### src/rtl/alu_pkg.sv
// alu_pkg: ALU control codes, status bit indices and trap cause codes
package alu_pkg;
  localparam logic [3:0] ALU_ADD = 4'd2;
  localparam logic [3:0] ALU_DIV = 4'd4;
  localparam logic [3:0] ALU_MUL = 4'd5;
  localparam logic [3:0] ALU_SUB = 4'd6;
  localparam logic [3:0] ALU_LW  = 4'd12;
  localparam logic [3:0] ALU_LH  = 4'd13;
  localparam int ST_ZERO    = 7;
  localparam int ST_MUL_OVF = 6;
  localparam int ST_CARRY   = 5;
  localparam int ST_NEG     = 4;
  localparam int ST_ALIGNED = 3;
  localparam int ST_DIV0    = 2;
  localparam logic [7:0] FLAG_MASK = 8'hFC;
  typedef enum logic [2:0] {
    CAUSE_NONE       = 3'd0,
    CAUSE_DIV0       = 3'd1,
    CAUSE_MISALIGN_W = 3'd2,
    CAUSE_MISALIGN_H = 3'd3,
    CAUSE_MUL_OVF    = 3'd4,
    CAUSE_OVF        = 3'd5
  } cause_e;
  typedef enum logic {IDLE, PENDING} state_e;
endpackage

### src/rtl/alu_trap_prio.sv
// alu_trap_prio: fixed-priority trap cause encoder for one ALU operation
module alu_trap_prio
  import alu_pkg::*;
#(
  parameter logic OVF_TRAP_EN = 1'b1,
  parameter logic MUL_TRAP_EN = 1'b1
) (
  input  logic [3:0] control,
  input  logic       div0,
  input  logic       aligned,
  input  logic       mul_ovf,
  input  logic       carry,
  output cause_e     cause
);
  always_comb
    cause = (control == ALU_DIV && div0)                            ? CAUSE_DIV0       :
            (control == ALU_LW && !aligned)                         ? CAUSE_MISALIGN_W :
            (control == ALU_LH && !aligned)                         ? CAUSE_MISALIGN_H :
            (MUL_TRAP_EN && control == ALU_MUL && mul_ovf)          ? CAUSE_MUL_OVF    :
            (OVF_TRAP_EN && (control == ALU_ADD || control == ALU_SUB) && carry) ? CAUSE_OVF :
                                                                      CAUSE_NONE;
endmodule

### src/rtl/alu_exception_unit.sv
// alu_exception_unit: captures ALU traps, holds them until acknowledged, tracks sticky flags
module alu_exception_unit
  import alu_pkg::*;
#(
  parameter logic OVF_TRAP_EN = 1'b1,
  parameter logic MUL_TRAP_EN = 1'b1
) (
  input  logic        clk,
  input  logic        rst,
  input  logic        valid,
  input  logic [3:0]  control,
  input  logic [7:0]  status,
  input  logic [31:0] result,
  input  logic [31:0] pc,
  input  logic        ack,
  input  logic        clr,
  output logic        exc_req,
  output logic [2:0]  exc_cause,
  output logic [31:0] epc,
  output logic [31:0] badaddr,
  output logic        flush,
  output logic        busy,
  output logic [7:0]  flags_q,
  output logic [7:0]  exc_count
);
  state_e state, state_n;
  cause_e cause;
  logic   accept, trap;
  alu_trap_prio #(.OVF_TRAP_EN(OVF_TRAP_EN), .MUL_TRAP_EN(MUL_TRAP_EN)) u_prio (
    .control(control),
    .div0   (status[ST_DIV0]),
    .aligned(status[ST_ALIGNED]),
    .mul_ovf(status[ST_MUL_OVF]),
    .carry  (status[ST_CARRY]),
    .cause  (cause)
  );
  assign accept  = valid && state == IDLE;
  assign trap    = accept && cause != CAUSE_NONE;
  assign exc_req = state == PENDING;
  assign busy    = state == PENDING;
  always_comb begin
    state_n = state;
    state_n = (state == IDLE) ? (trap ? PENDING : IDLE) : (ack ? IDLE : PENDING);
  end
  always_ff @(posedge clk or posedge rst)
    if (rst) state <= IDLE;
    else state <= state_n;
  // Cause/epc/badaddr load only on trap entry so they stay frozen while pending
  always_ff @(posedge clk or posedge rst)
    if (rst) begin
      exc_cause <= 3'd0;
      epc       <= 32'd0;
      badaddr   <= 32'd0;
      flush     <= 1'b0;
      flags_q   <= 8'd0;
      exc_count <= 8'd0;
    end else begin
      flush   <= trap;
      flags_q <= (clr ? 8'd0 : flags_q) | (accept ? (status & FLAG_MASK) : 8'd0);
      if (trap) begin
        exc_cause <= cause;
        epc       <= pc;
        badaddr   <= result;
        if (exc_count != 8'hFF) exc_count <= exc_count + 8'd1;
      end else if (state == PENDING && ack) exc_cause <= 3'd0;
    end
endmodule

### config.mk
export PLATFORM = sky130hd
export DESIGN_NAME = alu_exception_unit
export DESIGN_NICKNAME = d
export VERILOG_FILES = /design/src/rtl/alu_pkg.sv /design/src/rtl/alu_trap_prio.sv /design/src/rtl/alu_exception_unit.sv
export SDC_FILE = /design/constraint.sdc
export NUM_CORES = 1
export LEC_CHECK = 0
export ABC_AREA = 0
export BUFFER_PORTS_ARGS = -buffer_cell sky130_fd_sc_hd__buf_2
export CAP_MARGIN = 10
export CELL_PAD_IN_SITES_DETAIL_PLACEMENT = 1
export CELL_PAD_IN_SITES_GLOBAL_PLACEMENT = 2
export CORE_ASPECT_RATIO = 1.4
export CORE_MARGIN = 8
export CORE_UTILIZATION = 23
export DETAILED_ROUTE_END_ITERATION = 12
export MAX_ROUTING_LAYER = met4
export PLACE_DENSITY_LB_ADDON = 0.1
export REMOVE_ABC_BUFFERS = 1
export SLEW_MARGIN = 20
export SYNTH_ARGS = -nofsm -noshare
export SYNTH_HDL_FRONTEND = slang
export SYNTH_HIERARCHICAL = 1
export SYNTH_SLANG_ARGS = --single-unit
### constraint.sdc
create_clock -name clk -period 2.3 [get_ports clk]
set_input_delay 0.115 -clock clk [delete_from_list [all_inputs] [get_ports clk]]
set_output_delay 0.115 -clock clk [all_outputs]
set_load 0.03 [all_outputs]
Word level (Yosys, flattened, before mapping)
Cells that the tools add are included.

storage, ports and cells
  bits in registers = 85
  word-level logic and storage cells = 42
  output and inout bits = 86

operators by class
  eq/ne operators = 7
  add/subtract/negate cells = 1
  muxes and demuxes = 12
  bitwise gates (word level) = 2
  reduce and logical (&&, ||, !) cells = 13

operators with widths
  cell                                                 count
  two-way mux 3 bit                                    7
  two-way mux 8 bit                                    2
  equality test 4 x 3 -> 1 bit, second input constant  3
  adder 8 x 1 -> 8 bit, second input constant          1
  equality test 4 bit, second input constant           2
  logical AND 1 bit                                    8
  inequality test 8 bit, second input constant         1
  OR 8 bit                                             1
  equality test 4 x 2 -> 1 bit, second input constant  1
  two-way mux 1 bit                                    3
  nonzero test 3 bit                                   1
  AND reduction 2 bit                                  1
  nonzero test 2 bit                                   1
  logical NOT 1 bit                                    1
  logical OR 1 bit                                     1
  NOT 1 bit                                            1

Logic depth before layout (Yosys ltp)
  depth in word-level cells = 12
  mapped depth = 9
  mapped depth without buffers = 7

By module
Netlist, hierarchy kept.

modules (own cells, without submodules)
  module              area an instance (µm²)  cells each  seq. area each (µm²)  times used
  alu_exception_unit  3,286.9                 357         2,077.0               1
  alu_trap_prio       57.6                    8           0.0                   1

Worst setup path before layout
OpenSTA, ideal clock, no wires.

  kind = reg-to-reg
  from = register state (netlist: busy)
  to = register exc_count[7]
  arrival time = 1,522 ps
  path buffers = 1
  data required time = 2,172 ps
  setup slack = 651 ps
  stages on the path, launching flop included = 6
  cells stage by stage = dfrtp_1 > nor2b_4 > o31ai_4 > buf_6 > nor3_2 > mux2_1

on the way
  longest elaborated chain between the ends = 4

RTL lines
  what                           RTL line                  text
  start: declaration             alu_exception_unit.sv:26  state_e state, state_n;
  start signal: assignment       alu_exception_unit.sv:47  else state <= state_n;
  NOT 1 bit                      --
  logical AND 1 bit              alu_exception_unit.sv:37  assign accept = valid && state == IDLE;
  logical AND 1 bit              alu_exception_unit.sv:38  assign trap = accept && cause != CAUSE_NONE;
  AND reduction 2 bit (no line)  --
  end signal: assignment         alu_exception_unit.sv:64  if (exc_count != 8'hFF) exc_count <= exc_count + 8'd1;
  end: declaration               alu_exception_unit.sv:24  output logic [7:0] exc_count

No other way between the ends.
A chain may end at the register's enable or synchronous reset.

Final worst setup path
  from = register state (netlist: busy)
  to = register exc_count[5]

Same word-level chain as after synthesis.

==> tab_implementation.tex <==
\begin{tabular}{lr}
\hline
Metric & Value \\
\hline
\multicolumn{2}{l}{\textbf{Synth}} \\
\quad Cell count after synthesis & about 370 \\
\quad Share of synthesized flip-flops with an asynchronous set or reset & 100\% \\
\quad Mapped cell area & around 3300 um\^{}2 \\
\quad Post-synthesis mux area share & 1.31\% \\
\quad Unique masters post-synth & 32 \\
\quad Leading area contributor after synthesis & sky130\_fd\_sc\_hd\_\_dfrtp\_1 \\
\quad Count of yosys warnings during synthesis & 6 \\
\quad Area fraction of the dominant cell type after synthesis & between 60 and 70\% \\
\quad Part of the Yosys area used for sequential elements & a little over 60\% \\
\quad Top post-synthesis cells by area & sky130\_fd\_sc\_hd\_\_dfrtp\_1, sky130\_fd\_sc\_hd\_\_nand2\_1, sky130\_fd\_sc\_hd\_\_buf\_2, sky130\_fd\_sc\_hd\_\_o21ai\_0, sky130\_fd\_sc\_hd\_\_inv\_1 \\
\quad Number of enable flip-flop cells after synthesis & 0 \\
\quad Share of synthesized cell area in full adder, half adder and majority cells & less than 1\% \\
\quad Post-synth top flop & sky130\_fd\_sc\_hd\_\_dfrtp\_1 \\
\quad Combinational family with the most area after synthesis & simple AND/OR/NAND/NOR gates \\
\quad Area fraction in compound gates after synthesis & roughly 4.2\% \\
\quad Post-synthesis area per instance & 9.16 um\^{}2 \\
\quad Xor and xnor fraction of the mapped netlist area & 0.786\% \\
\quad Post-synthesis register bit count & between 80 and 90 \\
\quad Share of synthesized cell area in and, or, nand and nor gates & 27.0\% \\
\multicolumn{2}{l}{\textbf{Timing}} \\
\quad Worst setup margin & slightly below 600 ps \\
\quad Clock Skew & between 5 and 6 ps \\
\quad Peak Freq & about 580 MHz \\
\quad Slew at the pin closest to its max-slew limit & between 800 and 900 ps \\
\quad Max Transition Viols Final & 0 \\
\quad Relative slew slack & 45.5\% \\
\quad RSZ-0062 raised after global routing & false \\
\quad Number of endpoints failing setup at the final stage & 0 \\
\quad Final period utilization & 74.9\% \\
\quad Final Hold Vio Count & 0 \\
\quad Fin crit period & 1720 ps \\
\multicolumn{2}{l}{\textbf{Final layout}} \\
\quad Filler-free cell count of the finished design & about 790 \\
\quad Antenna Cells & 0 \\
\quad Multi-input combinational cell area & between 1000 and 1500 um\^{}2 \\
\quad Most common cell after layout, fill and taps aside & sky130\_fd\_sc\_hd\_\_nand2\_1 \\
\quad Final nets & between 600 and 700 \\
\quad Number of filler cells placed in the layout & about 1,700 \\
\quad Commonest cells after routing, fill and taps aside & sky130\_fd\_sc\_hd\_\_nand2\_1, sky130\_fd\_sc\_hd\_\_buf\_2, sky130\_fd\_sc\_hd\_\_dfrtp\_1 \\
\quad Share of cells above drive strength 1 & about a third \\
\quad Post-synthesis to final-layout area growth & 61.6\% \\
\quad Reg area & 2080 um\^{}2 \\
\multicolumn{2}{l}{\textbf{Die}} \\
\quad Core Footprint & 14,300 um\^{}2 \\
\quad Row count & 52 \\
\quad Width of the die & $\sim$120 um \\
\quad Floorplan die area & between 15,000 and 20,000 um\^{}2 \\
\quad Initial standard-cell utilization of the core & a little under a quarter \\
\quad Vert. Die Dim & about 160 um \\
\quad I/O pin total & about 170 \\
\multicolumn{2}{l}{\textbf{Clock network}} \\
\quad Number of clock buffers inserted by TritonCTS & 9 \\
\quad Buffer cell driving the clock tree root & sky130\_fd\_sc\_hd\_\_clkbuf\_16 \\
\quad Post-CTS setup repair buffer count & 0 \\
\quad Worst-path clk slew & around 60 ps \\
\quad Maximum root-to-sink buffer count & 2 \\
\quad Latest clock arrival within the worst-skew pair & around 330 ps \\
\quad CTS tree & built \\
\quad Total number of H-tree levels & 3 \\
\quad Clock sink count & 83 \\
\multicolumn{2}{l}{\textbf{Placement}} \\
\quad Pre-CTS setup slack & between 300 and 400 ps \\
\quad Detailed-placement wirelength estimate & about 8.5 mm \\
\quad RD Place Congestion & between 0.7 and 0.8 \\
\quad PortBufs & roughly 160 \\
\quad Cell Count Post-Placement & approximately 710 \\
\multicolumn{2}{l}{\textbf{Worst setup path}} \\
\quad Launch point of the worst reg-to-reg path & busy \\
\quad Worst Path Arrival & 1940 ps \\
\quad Endpoint required time on the critical path & about 2500 ps \\
\quad Type of the worst setup path & register to register \\
\quad Type of element capturing the critical path & register \\
\quad Critical path launch point & busy \\
\quad Kind of start point of the critical path & register \\
\quad Highest net fanout along the worst path & 29 \\
\multicolumn{2}{l}{\textbf{GRT}} \\
\quad Remaining global-route overflow & 0 \\
\quad Pin count of the biggest net entering global routing & 44 \\
\quad Vias in the first global route & around 3,600 \\
\quad Total global routing track utilization & between 10\% and 20\% \\
\quad Initial antenna violation count & 0 \\
\quad Global-route wire length before repair & 18.9 mm \\
\multicolumn{2}{l}{\textbf{Detailed routing}} \\
\quad Number of DRC violations after detailed-routing iteration 0 & 54 \\
\quad Drt pass-1 iters & 4 \\
\quad Number of vias in the routed layout & between 3,000 and 4,000 \\
\quad Total wire length after detailed routing & approximately 12 mm \\
\quad Mean number of vias per cell & 4.11 \\
\quad Detailed-route DRC error count & 0 \\
\quad Routed Antenna Nets & 0 \\
\quad Routed wirelength normalized by instance count & about 15 um \\
\multicolumn{2}{l}{\textbf{Pwr}} \\
\quad Pleak & 2.94 nW \\
\quad Power Dens Cells & $\sim$1100 nW/um\^{}2 \\
\quad Worst vdd ir & just under 0.4 mV \\
\multicolumn{2}{l}{\textbf{Worst hold path}} \\
\quad Type of the worst min-delay path & primary input to register \\
\quad Startpoint of the tightest hold check path & status[4] \\
\multicolumn{2}{l}{\textbf{Run status}} \\
\quad Run status & finished, final reports clean \\
\multicolumn{2}{l}{\textbf{Flow run}} \\
\quad Number of maximum-capacitance constraint violations & 0 \\
\hline
\end{tabular}
[metal layers]
| layer | share of wire [%] | vias up | track usage, % | wire length (um) |
|---|---|---|---|---|
| met5 | 0 | - | - | 0 |
| met4 | 1.0 | 0 | 4.22 | 117 |
| met3 | 4.3 | 6 | 3.12 | 498 |
| met2 | 55 | 85 | 24.0 | 6370 |
| met1 | 40 | 1566 | 13.7 | 4620 |
| li1 | - | 1580 | - | - |
[logic make-up after synthesis]
family,count (synthesis)
mux,4
simple gates,224
buf+inv,28
xor+xnor,3
flops,83
compound gates,21
fa+ha+maj,1
other cells,1
[area by class of cell]
| type | instances | share of cell area [%] |
|---|---|---|
| clock buffers | 11 | 4.49 |
| clock inverters | 5 | 1.85 |
| inverters | 10 | 0.718 |
| multi-input cells | 255 | 21.0 |
| flip-flops and latches | 83 | 38.4 |
| well taps | 189 | 4.38 |
| repair buffers | 235 | 29.2 |
[Yosys cell counts (2+ instances only)]
library cell               count
sky130_fd_sc_hd__buf_2         9
sky130_fd_sc_hd__dfrtp_1      83
sky130_fd_sc_hd__nand2_1     202
sky130_fd_sc_hd__nor3_2        2
sky130_fd_sc_hd__buf_4         4
sky130_fd_sc_hd__a22oi_1       4
sky130_fd_sc_hd__o21ai_0       8
sky130_fd_sc_hd__inv_1        10
sky130_fd_sc_hd__xor2_1        2
sky130_fd_sc_hd__nor3_1        2
sky130_fd_sc_hd__mux2_1        2
sky130_fd_sc_hd__clkbuf_1      4
sky130_fd_sc_hd__nand2b_1      3
sky130_fd_sc_hd__nand3_1       5
sky130_fd_sc_hd__nor2_1        4
sky130_fd_sc_hd__a21oi_1       5
[path summary, 6_finish.rpt]
| kind | to | slack, ps | depth (start not counted) |
|---|---|---|---|
| min | flags_q[4] | 20 | 3 |
| min reg2reg | badaddr[24] | 470 | 2 |
| max in group asynchronous | epc[29] | 1130 | 4 |
| max | exc_count[5] | 580 | 5 |
| min in group asynchronous | badaddr[0] | 470 | 3 |
| max reg2reg | exc_count[5] | 580 | 5 |
[what timing repair did]
item,in CTS,in global routing
gates resized for setup,0,0
endpoints found under the hold margin,108,0
hold buffers,67,0
[worst max-delay path, stage by stage, from the launching register on]
cell and delay (ps):
sky130_fd_sc_hd__dfrtp_1 470, sky130_fd_sc_hd__nor2b_4 260, sky130_fd_sc_hd__o31ai_4 120, sky130_fd_sc_hd__buf_12 190, sky130_fd_sc_hd__nor3_1 210, sky130_fd_sc_hd__mux2_2 350
[sequential cells by signal, indices dropped and copies added (netlist names)]
register / count
busy: 1
exc_cause: 3
flags_q: 6
flush: 1
badaddr: 32
exc_count: 8
epc: 32
[power by group]
| part | switching [mW] | internal [mW] | total, mW |
|---|---|---|---|
| sequential | 0.230 | 1.85 | 2.09 |
| clock | 0.570 | 1.09 | 1.66 |
| combinational | 1.40 | 0.598 | 1.99 |
[metrics by stage]
step           setup TNS [ps]  util (%)  total power, mW  hold WS (ps)  cell area [um^2]
2_1_floorplan          -94390         -             3.32           211              3250
3_3_place_gp                0      30.7             4.03           287              4390
3_5_place_dp                0      30.7             4.07           303              4390
4_1_cts                     0      37.8             5.88          3.71              5400
5_1_grt                     0      37.8             6.09          30.6              5400
6_report                    0      37.8             5.74          19.5              5400
Power figures use the tool's default switching activity.
